===== src/rtl/rd_data_ctrl.sv =====
// rd_data_ctrl: issues one DDR read burst per committed ring-buffer burst and forwards the returned words
module rd_data_ctrl #(
    parameter int BURST_WORDS = 8000,
    parameter int BURST_BYTES = 32000,
    parameter int RING_BYTES  = 192_000_000,
    parameter int RING_BURSTS = RING_BYTES / BURST_BYTES
) (
    input  logic        pl_clk,
    input  logic        rst,
    input  logic        rd_enable,
    input  logic        wr_burst_done,
    input  logic        out_ready,
    output logic        pl_ddr_rd_start,
    output logic [31:0] pl_ddr_rd_addr,
    output logic [31:0] pl_ddr_rd_length,
    input  logic        pl_ddr_rd_data_en,
    input  logic [31:0] pl_ddr_rd_data,
    input  logic        pl_ddr_rd_done,
    output logic        out_data_en,
    output logic [31:0] out_data,
    output logic [12:0] avail_bursts,
    output logic        overrun,
    output logic        burst_err
);
    typedef enum logic [1:0] {IDLE, ISSUE, XFER, NEXT} state_t;
    state_t state, state_nx;
    logic [31:0] rd_addr;
    logic [12:0] word_cnt, cnt_inc;
    logic xfer, accept, drain;
    assign pl_ddr_rd_length = 32'(BURST_BYTES);
    assign pl_ddr_rd_start = state == ISSUE;
    assign xfer = state == XFER;
    assign accept = xfer && pl_ddr_rd_data_en;
    assign cnt_inc = (pl_ddr_rd_data_en && word_cnt != '1) ? word_cnt + 13'd1 : word_cnt;
    // next state: one IDLE->ISSUE->XFER->NEXT pass per burst
    always_comb begin
        state_nx = state;
        case (state)
            IDLE:    state_nx = (rd_enable && out_ready && avail_bursts != '0) ? ISSUE : IDLE;
            ISSUE:   state_nx = XFER;
            XFER:    state_nx = pl_ddr_rd_done ? NEXT : XFER;
            NEXT:    state_nx = IDLE;
            default: state_nx = IDLE;
        endcase
    end
    // state, datapath, credits and sticky flags; drain marks a burst cut off by reset so its leftovers are ignored
    always_ff @(posedge pl_clk) begin
        if (rst) begin
            state <= IDLE;
            rd_addr <= '0;
            word_cnt <= '0;
            pl_ddr_rd_addr <= '0;
            out_data_en <= 1'b0;
            out_data <= '0;
            avail_bursts <= '0;
            overrun <= 1'b0;
            burst_err <= 1'b0;
            drain <= drain || state == ISSUE || xfer;
        end else begin
            state <= state_nx;
            if (state == IDLE && state_nx == ISSUE) pl_ddr_rd_addr <= rd_addr;
            if (state == ISSUE) word_cnt <= '0;
            else if (accept) word_cnt <= cnt_inc;
            if (state == NEXT)
                rd_addr <= (rd_addr == 32'(RING_BYTES - BURST_BYTES)) ? '0 : rd_addr + 32'(BURST_BYTES);
            out_data_en <= accept;
            if (accept) out_data <= pl_ddr_rd_data;
            if ((pl_ddr_rd_data_en && !xfer && !drain) ||
                (xfer && pl_ddr_rd_done && cnt_inc != 13'(BURST_WORDS))) burst_err <= 1'b1;
            if (pl_ddr_rd_done || state == ISSUE) drain <= 1'b0;
            if (wr_burst_done && !pl_ddr_rd_start) begin
                if (avail_bursts == 13'(RING_BURSTS)) overrun <= 1'b1;
                else avail_bursts <= avail_bursts + 13'd1;
            end else if (!wr_burst_done && pl_ddr_rd_start) avail_bursts <= avail_bursts - 13'd1;
        end
    end
endmodule


===== config.mk =====
export PLATFORM = sky130hd
export DESIGN_NAME = rd_data_ctrl
export DESIGN_NICKNAME = d
export VERILOG_FILES = /design/src/rtl/rd_data_ctrl.sv
export SDC_FILE = /design/constraint.sdc
export NUM_CORES = 1
export LEC_CHECK = 0
export CORE_MARGIN = 2
export CORE_UTILIZATION = 49
export CTS_CLUSTER_DIAMETER = 200
export CTS_CLUSTER_SIZE = 10
export DETAILED_ROUTE_END_ITERATION = 7
export GPL_ROUTABILITY_DRIVEN = 0
export PLACE_DENSITY_LB_ADDON = 0.08
export SLEW_MARGIN = 20
export SYNTH_ARGS = -nofsm -noshare
export SYNTH_HDL_FRONTEND = slang
export SYNTH_SLANG_ARGS = --single-unit

===== constraint.sdc =====
create_clock -name pl_clk -period 4 [get_ports pl_clk]
set_clock_uncertainty 0.05 [all_clocks]
set_input_delay 0.4 -clock pl_clk [delete_from_list [all_inputs] [get_ports pl_clk]]
set_output_delay 0.4 -clock pl_clk [all_outputs]
set_load 0.01 [all_outputs]

=== After elaboration in Yosys (flattened, before gate mapping) ===
Index checks and enable logic that the tools add are counted.

* Register bits after elaboration: 128
* Latch bits: 0
* RAM bits: 0
* Bits in read-only memories: 0
* Input bits: 39
* Output and inout bits: 113
* Word-level logic and storage cells: 59
* Memories: 0

* $add $sub $neg: 4
* $mul: 0
* Divide/modulo/power cells: 0
* Order comparisons: 0
* Equality and inequality tests: 9
* Shift operators: 0
* Multiplexer cells: 10
* Bitwise logic cells: 0
* Reductions and logical operators: 26

{| class="wikitable"
|+ Operators by type and width
! cell !! number
|-
| $mux W13 || 4
|-
| $add A32 B15 Y32 const B || 1
|-
| $eq A32 B28 Y1 const B || 1
|-
| $mux W32 || 1
|-
| $add A13 B1 Y13 const B || 2
|-
| $ne A13 B13 Y1 const B || 2
|-
| $eq A13 B13 Y1 const B || 1
|-
| $reduce_bool A13 Y1 || 1
|-
| $sub A13 B1 Y13 const B || 1
|-
| $logic_and A1 B1 Y1 || 11
|-
| $pmux W2 S4 || 1
|-
| $eq A2 B1 Y1 const B || 2
|-
| $eq A2 B2 Y1 const B || 2
|-
| $logic_not A1 Y1 || 4
|-
| $logic_or A1 B1 Y1 || 4
|-
| $mux W1 || 4
|-
| $reduce_and A2 Y1 || 2
|-
| $reduce_bool A2 Y1 || 2
|-
| $logic_not A2 Y1 || 1
|-
| $ne A2 B2 Y1 const B || 1
|-
| $reduce_or A2 Y1 || 1
|}

=== Longest topological paths before layout ===
Gate-level depths: netlist of the first run.

* Depth in word-level cells: 6
* Mapped depth: 11
* Gate-level depth less buffers: 11

=== Least setup slack after synthesis of the first run ===
OpenSTA, ideal clock, no wires.

* Kind: reg2reg
* Start point: register state[1]
* End point: register avail_bursts[12]
* Library setup time: 95 ps
* Arrival: 2755 ps
* Slack: 1100 ps
* Cell stages (with the launch flop): 12
* Period minus slack after synthesis: 2900 ps
* Cells stage by stage: dfxtp_1 > inv_1 > ha_1 > inv_1 > nand2_1 > fa_1 > a211oi_2 > o21bai_4 > a31oi_4 > o21ai_2 > or4_1 > o311ai_1

* Word-level cells in the longest chain between the ends: 5

{| class="wikitable"
|+ Ends and longest elaborated chain
! what !! line !! text
|-
| start, declared || 26 || <nowiki>state_t state, state_nx;</nowiki>
|-
| start signal, assigned || 60 || <nowiki>state <= state_nx;</nowiki>
|-
| $eq A2 B1 Y1 * || 31 || <nowiki>assign pl_ddr_rd_start = state == ISSUE;</nowiki>
|-
| net pl_ddr_rd_start || 13 || <nowiki>output logic pl_ddr_rd_start,</nowiki>
|-
| $logic_not A1 Y1 || 71 || <nowiki>if (wr_burst_done && !pl_ddr_rd_start) begin</nowiki>
|-
| $logic_and A1 B1 Y1 || 71 ||
|-
| $ne A2 B2 Y1 (no line) / $reduce_bool A2 Y1 (equally long branches) || -- ||
|-
| $reduce_and A2 Y1 (no line) || -- ||
|-
| end signal, assigned || 73 || <nowiki>else avail_bursts <= avail_bursts + 13'd1;</nowiki>
|-
| end signal, assigned || 74 || <nowiki>end else if (!wr_burst_done && pl_ddr_rd_start) avail_bursts <= avail_bursts - 13'd1;</nowiki>
|-
| end, declared || 21 || <nowiki>output logic [12:0] avail_bursts,</nowiki>
|}

The timed path passes the listed nets; every way through them passes the cells marked *.
A chain may end at the register's enable or synchronous reset.

=== Worst setup path after layout of the first run ===
* Start point: register state[1]
* End point: register avail_bursts[12]

* Word-level cells in the longest chain between the ends: 5

{| class="wikitable"
|+ Ends and longest elaborated chain
! what !! line
|-
| $eq A2 B1 Y1 * || 31
|-
| $logic_not A1 Y1 || 71
|-
| $logic_and A1 B1 Y1 || 71
|-
| $ne A2 B2 Y1 (no line) / $reduce_bool A2 Y1 (equally long branches) || --
|-
| $reduce_and A2 Y1 (no line) || --
|}

Mark *: on every way between the ends. The rest lies on a longest branch, timed or not.

==> impl_results.md, run 1 <==
- Run status: completed
- Count of different cell masters after synthesis: 57
- Area added between synthesis and finish: 23.3%
- Count of synthesis-stage warnings from yosys: 0
- Static leakage: 2.65 nW
- Primary FF master, synth: sky130_fd_sc_hd__dfxtp_1
- Vias in the first global route: 4257
- Post-cts sizing count: 0
- Maximum number of pins on one net before global-route repair: 46
- Max Transition Viols Final: 0
- Kind of path behind the tightest hold check: reg2reg
- Clk_lat worst skew: 350 ps
- Part of the Yosys area used for sequential elements: 40.8%
- CTS tree: built
- Clk pin slew, worst setup/hold paths: 70 ps
- Die outline height: 110 um
- Drt via density: 5.22
- Post-route ant nets: 0
- Tmin final: 3270 ps
- Simple-Gate Fraction of Synth Area: 23.5%
- Maximum root-to-sink buffer count: 2
- Cell at the root of the clock tree: sky130_fd_sc_hd__clkbuf_16
- Largest family of logic cells by synthesized area: simple AND/OR/NAND/NOR gates
- Worst slew margin relative to its limit: 43.4%
- Depth of the CTS H-tree: 3
- Die Outline Area: 0.0121 mm^2
- Fin crit share: 81.8%
- Post-layout worst setup margin: 730 ps
- Share of synthesized area spent on multiplexers: 4.89%
- Total routed wirelength: 12.1 mm
- Final Power: 2.64 mW
- Syn avg cell area: 8.47 um^2
- Total power per unit cell area: 387 mW/mm^2
- Synthesized instance count: 652
- Number of placed I/O pins: 152
- Max Fanout on Critical Path: 15
- Initial detailed-routing violation count: 211
- Post-CTS Setup Bufs: 0
- Netlist area before placement: 0.00553 mm^2
- Fraction of synthesized cell area in xor and xnor cells: 6.50%
- Most area-consuming cells after synthesis: sky130_fd_sc_hd__dfxtp_1 (40%), sky130_fd_sc_hd__nand2_1 (6.7%), sky130_fd_sc_hd__buf_4 (5.7%), sky130_fd_sc_hd__a21oi_1 (5.1%), sky130_fd_sc_hd__nor2_1 (5.0%)
- Number of synthesized register bits: 112
- Input/output buffers: 111
- Starting density of the core: 50.5%
- Top-count cell post-synth: sky130_fd_sc_hd__dfxtp_1
- Async SR Flop Fraction: 0%
- Post-detailed-route DRC marker count: 0
- Wire length of the first global-routing pass: 19.6 mm
- Maximum frequency from static timing analysis: 306 MHz
- Remaining global-route overflow: 0
- Cell total after placement: 870
- Die Span X: 110 um
- Clk sinks: 112
- Signal arrival time at the worst endpoint: 3470 ps
- Area fraction in compound gates after synthesis: 11.4%
- Post-synth top area share: 40.2%
- Element type at the critical path start: register
- Cell Rows: 38
- Hold-fix buffers, CTS: 0
- Diode insertion count for antenna repair: 0
- Detailed-placement wirelength estimate: 8.57 mm
- Antenna violations before repair: 0
- Tightest Pin Transition: 846 ps
- GR Util All Layers: 20.0%
- Endpoints failing hold: 0
- Number of enable flip-flop cells after synthesis: 1
- Endpoints failing setup: 0
- Most common library cells after synthesis: sky130_fd_sc_hd__dfxtp_1 (111), sky130_fd_sc_hd__nand2_1 (99), sky130_fd_sc_hd__nor2_1 (74)
- CP required: 4200 ps
- Cell Count, Final, Fillers Out: 886
- Final nets: 798
- Critical path start-end classification: reg2reg
- Wire per inst: 13.7 um
- Adder and majority cell fraction of the synthesized area: 4.21%
- Share of final-layout standard cells stronger than drive strength 1: 5.09%
- Vias: 4627
- Cell accounting for the most synthesized area: sky130_fd_sc_hd__dfxtp_1
- Unrepaired setup endpoints after global routing: false
- Critical path capture point type: register
- Number of search-and-repair iterations in the first detailed-routing pass: 4
- Setup tns final: 0 ps
- Worst ir drop on vdd: 229 uV
- Final core utilization: 62.3%
- Num CTS Buffers: 9
- Max_cap viols: 0
- Worst setup timing slack at the placement stage: 597 ps
- Core outline area: 0.0109 mm^2
## where the power goes
group          switching, mW  leakage [nW]  internal, mW  total [mW]
sequential            0.0491         0.909          1.16        1.21
combinational          0.285          1.59         0.269       0.554
clock                  0.400         0.149         0.474       0.874
## kinds of logic (layout without fill, tap and decap cells)
kind of cell,after synthesis,after routing
flip-flops,112,112
adder cells (fa/ha/maj),18,18
XOR/XNOR,41,41
AO/OA/AOI/OAI,101,101
multiplexers,27,27
other,2,40
buffers and inverters,81,137
AND/OR/NAND/NOR,270,270
## critical path, cell delays in order, from the launching register on
cell and delay, ps:
sky130_fd_sc_hd__dfxtp_1 360, sky130_fd_sc_hd__inv_1 70, sky130_fd_sc_hd__ha_1 230, sky130_fd_sc_hd__inv_1 130, sky130_fd_sc_hd__nand2_1 370, sky130_fd_sc_hd__ha_1 490
sky130_fd_sc_hd__o21ai_0 510, sky130_fd_sc_hd__o21bai_4 100, sky130_fd_sc_hd__a31oi_4 230, sky130_fd_sc_hd__o21ai_2 100, sky130_fd_sc_hd__or4_1 470, sky130_fd_sc_hd__o311ai_1 80
## per-layer routing
| metal | routed length [um] | GRT usage, % |
|---|---|---|
| met1 | 5490 | 25.2 |
| met2 | 5500 | 33.0 |
| met3 | 922 | 5.11 |
| met4 | 206 | 7.23 |
| met5 | 0 | 0 |
## worst paths after layout
check,endpoint,startpoint,slack (ps),depth (start not counted)
worst min-delay path,out_data[19],out_data[19],400,2
worst max register to register,avail_bursts[12],state[1],730,11
worst min register to register,out_data[19],out_data[19],400,2
worst max-delay path,avail_bursts[12],state[1],730,11
## per-stage QoR
step	hold slack, ps	area, um^2
after floorplan	431	5670
after global placement	392	6520
after detailed placement	397	6520
after CTS	407	6810
after global routing	421	6820
final	404	6820
## flip-flops by register name, indices dropped and copies added, names as in the netlist
register / count
word_cnt: 13
burst_err: 1
drain: 1
out_data_en: 1
overrun: 1
out_data: 32
rd_addr: 24
pl_ddr_rd_addr: 24
state: 2
avail_bursts: 13
## final cells by class
cell class	instances	area [um^2]
well taps	140	175
inverters	7	26.3
fillers	980	4120
clock inverters	4	27.5
repair buffers	114	1130
flip-flops and latches	112	2250
multi-input cells	497	2940
clock buffers	12	267
## cells in the final DEF (no fill, tap or decap), types with 11 or more instances in the layout
cell,n
sky130_fd_sc_hd__conb_1,40
sky130_fd_sc_hd__nand4_1,11
sky130_fd_sc_hd__ha_1,17
sky130_fd_sc_hd__nor2_1,74
sky130_fd_sc_hd__nand2_1,99
sky130_fd_sc_hd__xor2_1,14
sky130_fd_sc_hd__o21ai_0,12
sky130_fd_sc_hd__a21oi_1,56
sky130_fd_sc_hd__nand3_1,13
sky130_fd_sc_hd__dfxtp_1,111
sky130_fd_sc_hd__xnor2_1,27
sky130_fd_sc_hd__nor4_1,11
sky130_fd_sc_hd__mux2i_1,27
sky130_fd_sc_hd__clkdlybuf4s50_1,110
Power figures use the tool's default switching activity.
==> run 2, diff against run 1 <==
==> constraint.sdc (replaced) <==
create_clock -name pl_clk -period 3.31 [get_ports pl_clk]
set_clock_uncertainty 0.05 [all_clocks]
set_input_delay 0.331 -clock pl_clk [delete_from_list [all_inputs] [get_ports pl_clk]]
set_output_delay 0.331 -clock pl_clk [all_outputs]
set_load 0.01 [all_outputs]
==> impl_results.md, run 2 (synthesized netlist as in run 1, its figures left out) <==
- Tmin final: 3060 ps (-215 ps)
- Number of search-and-repair iterations in the first detailed-routing pass: 4 (unchanged)
- Endpoints failing setup: 0 (unchanged)
- Depth of the worst hold-timing path: 2 (unchanged)
- Total power per unit cell area: 470 mW/mm^2 (+21%)
- Share of final-layout standard cells stronger than drive strength 1: 5.21% (+0.11 points)
- Cell Rows: 38 (unchanged)
- Initial detailed-routing violation count: 264 (+25%)
- Hold-fix buffers, CTS: 0 (unchanged)
- Commonest non-fill, non-tap cell in the layout: sky130_fd_sc_hd__dfxtp_1
- Worst slew margin relative to its limit: 43.0% (-0.43 points)
- CP required: 3520 ps (-680 ps)
- Critical path capture point type: register
- Vias in the first global route: 4166 (-2.1%)
- Depth of the CTS H-tree: 3 (unchanged)
- Diode insertion count for antenna repair: 0 (unchanged)
- Maximum root-to-sink buffer count: 2 (unchanged)
- Cell at the root of the clock tree: sky130_fd_sc_hd__clkbuf_16
- Worst ir drop on vdd: 289 uV (+26%)
- Die outline height: 110 um (unchanged)
- Tightest Pin Transition: 855 ps (+9.62 ps)
- Flip-flop count of the largest register after layout: 32 (unchanged)
- Clk_lat worst skew: 350 ps (about the same)
- Slowest-stage cell, CP: sky130_fd_sc_hd__fa_1
- Fin crit share: 92.3% (+11 points)
- Antenna violations before repair: 0 (unchanged)
- Element type at the critical path start: register
- Vias: 4565 (-1.3%)
- Unrepaired setup endpoints after global routing: false
- Cell total after placement: 873 (+0.34%)
- Area added between synthesis and finish: 23.8%
- Number of cells on the worst reg-to-reg path: 11 (unchanged)
- Total routed wirelength: 12.1 mm (about the same)
- Cell Count, Final, Fillers Out: 889 (+0.34%)
- Biggest regs: out_data (32), pl_ddr_rd_addr (24), rd_addr (24)
- Input/output buffers: 111 (unchanged)
- Reg-to-reg startpoint: state[1]
- Die Span X: 110 um (unchanged)
- Starting density of the core: 50.5% (unchanged)
- Post-cts sizing count: 0 (unchanged)
- Met2 routing resource usage after global routing: 32.0% (-1.1 points)
- Met1 global-route usage: 25.5% (+0.34 points)
- Die Outline Area: 0.0121 mm^2 (unchanged)
- Run status: completed
- Maximum single-stage delay on the critical path: 530 ps (+20 ps)
- Clk pin slew, worst setup/hold paths: 70 ps (about the same)
- Post-route ant nets: 0 (unchanged)
- Static leakage: 2.66 nW (+0.18%)
- Setup tns final: 0 ps (unchanged)
- Core outline area: 0.0109 mm^2 (unchanged)
- GR Util All Layers: 19.9% (-0.11 points)
- Maximum frequency from static timing analysis: 327 MHz (+7.0%)
- Drt via density: 5.13 (-1.7%)
- Max_cap viols: 0 (unchanged)
- Max Transition Viols Final: 0 (unchanged)
- Kind of path behind the tightest hold check: reg2reg
- Critical Path Start: state[1]
- Detailed-placement wirelength estimate: 8.67 mm (+1.2%)
- Final nets: 801 (+0.38%)
- Remaining global-route overflow: 0 (unchanged)
- Busiest layer in global routing: met2
- Wire length of the first global-routing pass: 19.3 mm (-1.6%)
- Post-CTS Setup Bufs: 0 (unchanged)
- Wire per inst: 13.6 um (-0.41%)
- Post-detailed-route DRC marker count: 0 (unchanged)
- CTS tree: built
- Most numerous cell on the critical path: sky130_fd_sc_hd__inv_1
- Num CTS Buffers: 9 (unchanged)
- Clk sinks: 112 (unchanged)
- Max Fanout on Critical Path: 8 (-7)
- Number of placed I/O pins: 152 (unchanged)
- Endpoints failing hold: 0 (unchanged)
- Signal arrival time at the worst endpoint: 3260 ps (-210 ps)
- FILL cells: 960 (-2.0%)
- Maximum number of pins on one net before global-route repair: 50 (+8.7%)
- GR met3 Demand/Resource: 5.82% (+0.71 points)
- Most frequent cells in the layout: sky130_fd_sc_hd__dfxtp_1 (111), sky130_fd_sc_hd__clkdlybuf4s50_1 (110), sky130_fd_sc_hd__nand2_1 (99)
- Register ranked first by flip-flop count: out_data
- Launch point of the worst hold path: out_data[16]
- Critical path start-end classification: reg2reg
- Critical-path cell list: inv_1, ha_1, inv_1, nand2_1, fa_1, a211oi_2, o21bai_4, a31oi_4, o21ai_2, or4_1, o311ai_1
-- run 2: changes by cell type in the layout (fill, tap and decap cells not counted) --
cell,change
sky130_fd_sc_hd__buf_4,+3
sky130_fd_sc_hd__clkbuf_8,-3
sky130_fd_sc_hd__clkinvlp_4,+2
sky130_fd_sc_hd__and2_1,+1
sky130_fd_sc_hd__and2_2,-1
sky130_fd_sc_hd__bufinv_16,+1
sky130_fd_sc_hd__clkbuf_1,+1
sky130_fd_sc_hd__clkinv_2,-1
sky130_fd_sc_hd__clkinv_4,-1
sky130_fd_sc_hd__inv_6,+1
-- run 2: per-stage QoR --
| step | worst slack (ps) | power (mW) | hold slack, ps | instance area (um^2) | utilization (%) |
|---|---|---|---|---|---|
| after floorplan | 410 | 1.97 | 417 | 5670 | - |
| after global placement | 252 | 2.15 | 392 | 6540 | 59.8 |
| after detailed placement | 191 | 2.16 | 397 | 6540 | 59.8 |
| after CTS | 271 | 3.24 | 407 | 6840 | 62.5 |
| after global routing | 50.8 | 3.38 | 421 | 6840 | 62.5 |
| final | 254 | 3.21 | 407 | 6840 | 62.5 |
-- run 2: critical path, delay by kind of cell, from the launching register on --
kind,cells,cell delay [ps]
flops,1,360
fa+ha+maj,2,760
compound gates,5,860
simple gates,2,730
buf+inv,2,200
-- run 2: where the power goes --
part           internal, mW  total, mW  switching (mW)
combinational         0.330      0.675           0.344
sequential             1.40       1.46          0.0594
clock                 0.590       1.08           0.487
-- run 2: worst paths after layout --
| check | slack (ps) | to |
|---|---|---|
| setup / recovery | 250 | avail_bursts[12] |
| hold reg to reg | 410 | out_data[16] |
| hold / removal | 410 | out_data[16] |
| setup reg to reg | 250 | avail_bursts[12] |
-- run 2: metal layers --
metal	wire length, um	vias to the layer above
met5	0	-
li1	-	2330
met2	5400	139
met3	860	17
met1	5660	2079
met4	193	0
-- run 2: cell type report --
| class | count | area, um^2 | area share (%) |
|---|---|---|---|
| inverters | 7 | 26.3 | 0.384 |
| clock inverters | 6 | 67.6 | 0.988 |
| repair buffers | 117 | 1150 | 16.8 |
| flip-flops and latches | 112 | 2250 | 32.9 |
| well taps | 140 | 175 | 2.56 |
| multi-input cells | 497 | 2940 | 43.0 |
| clock buffers | 10 | 229 | 3.35 |
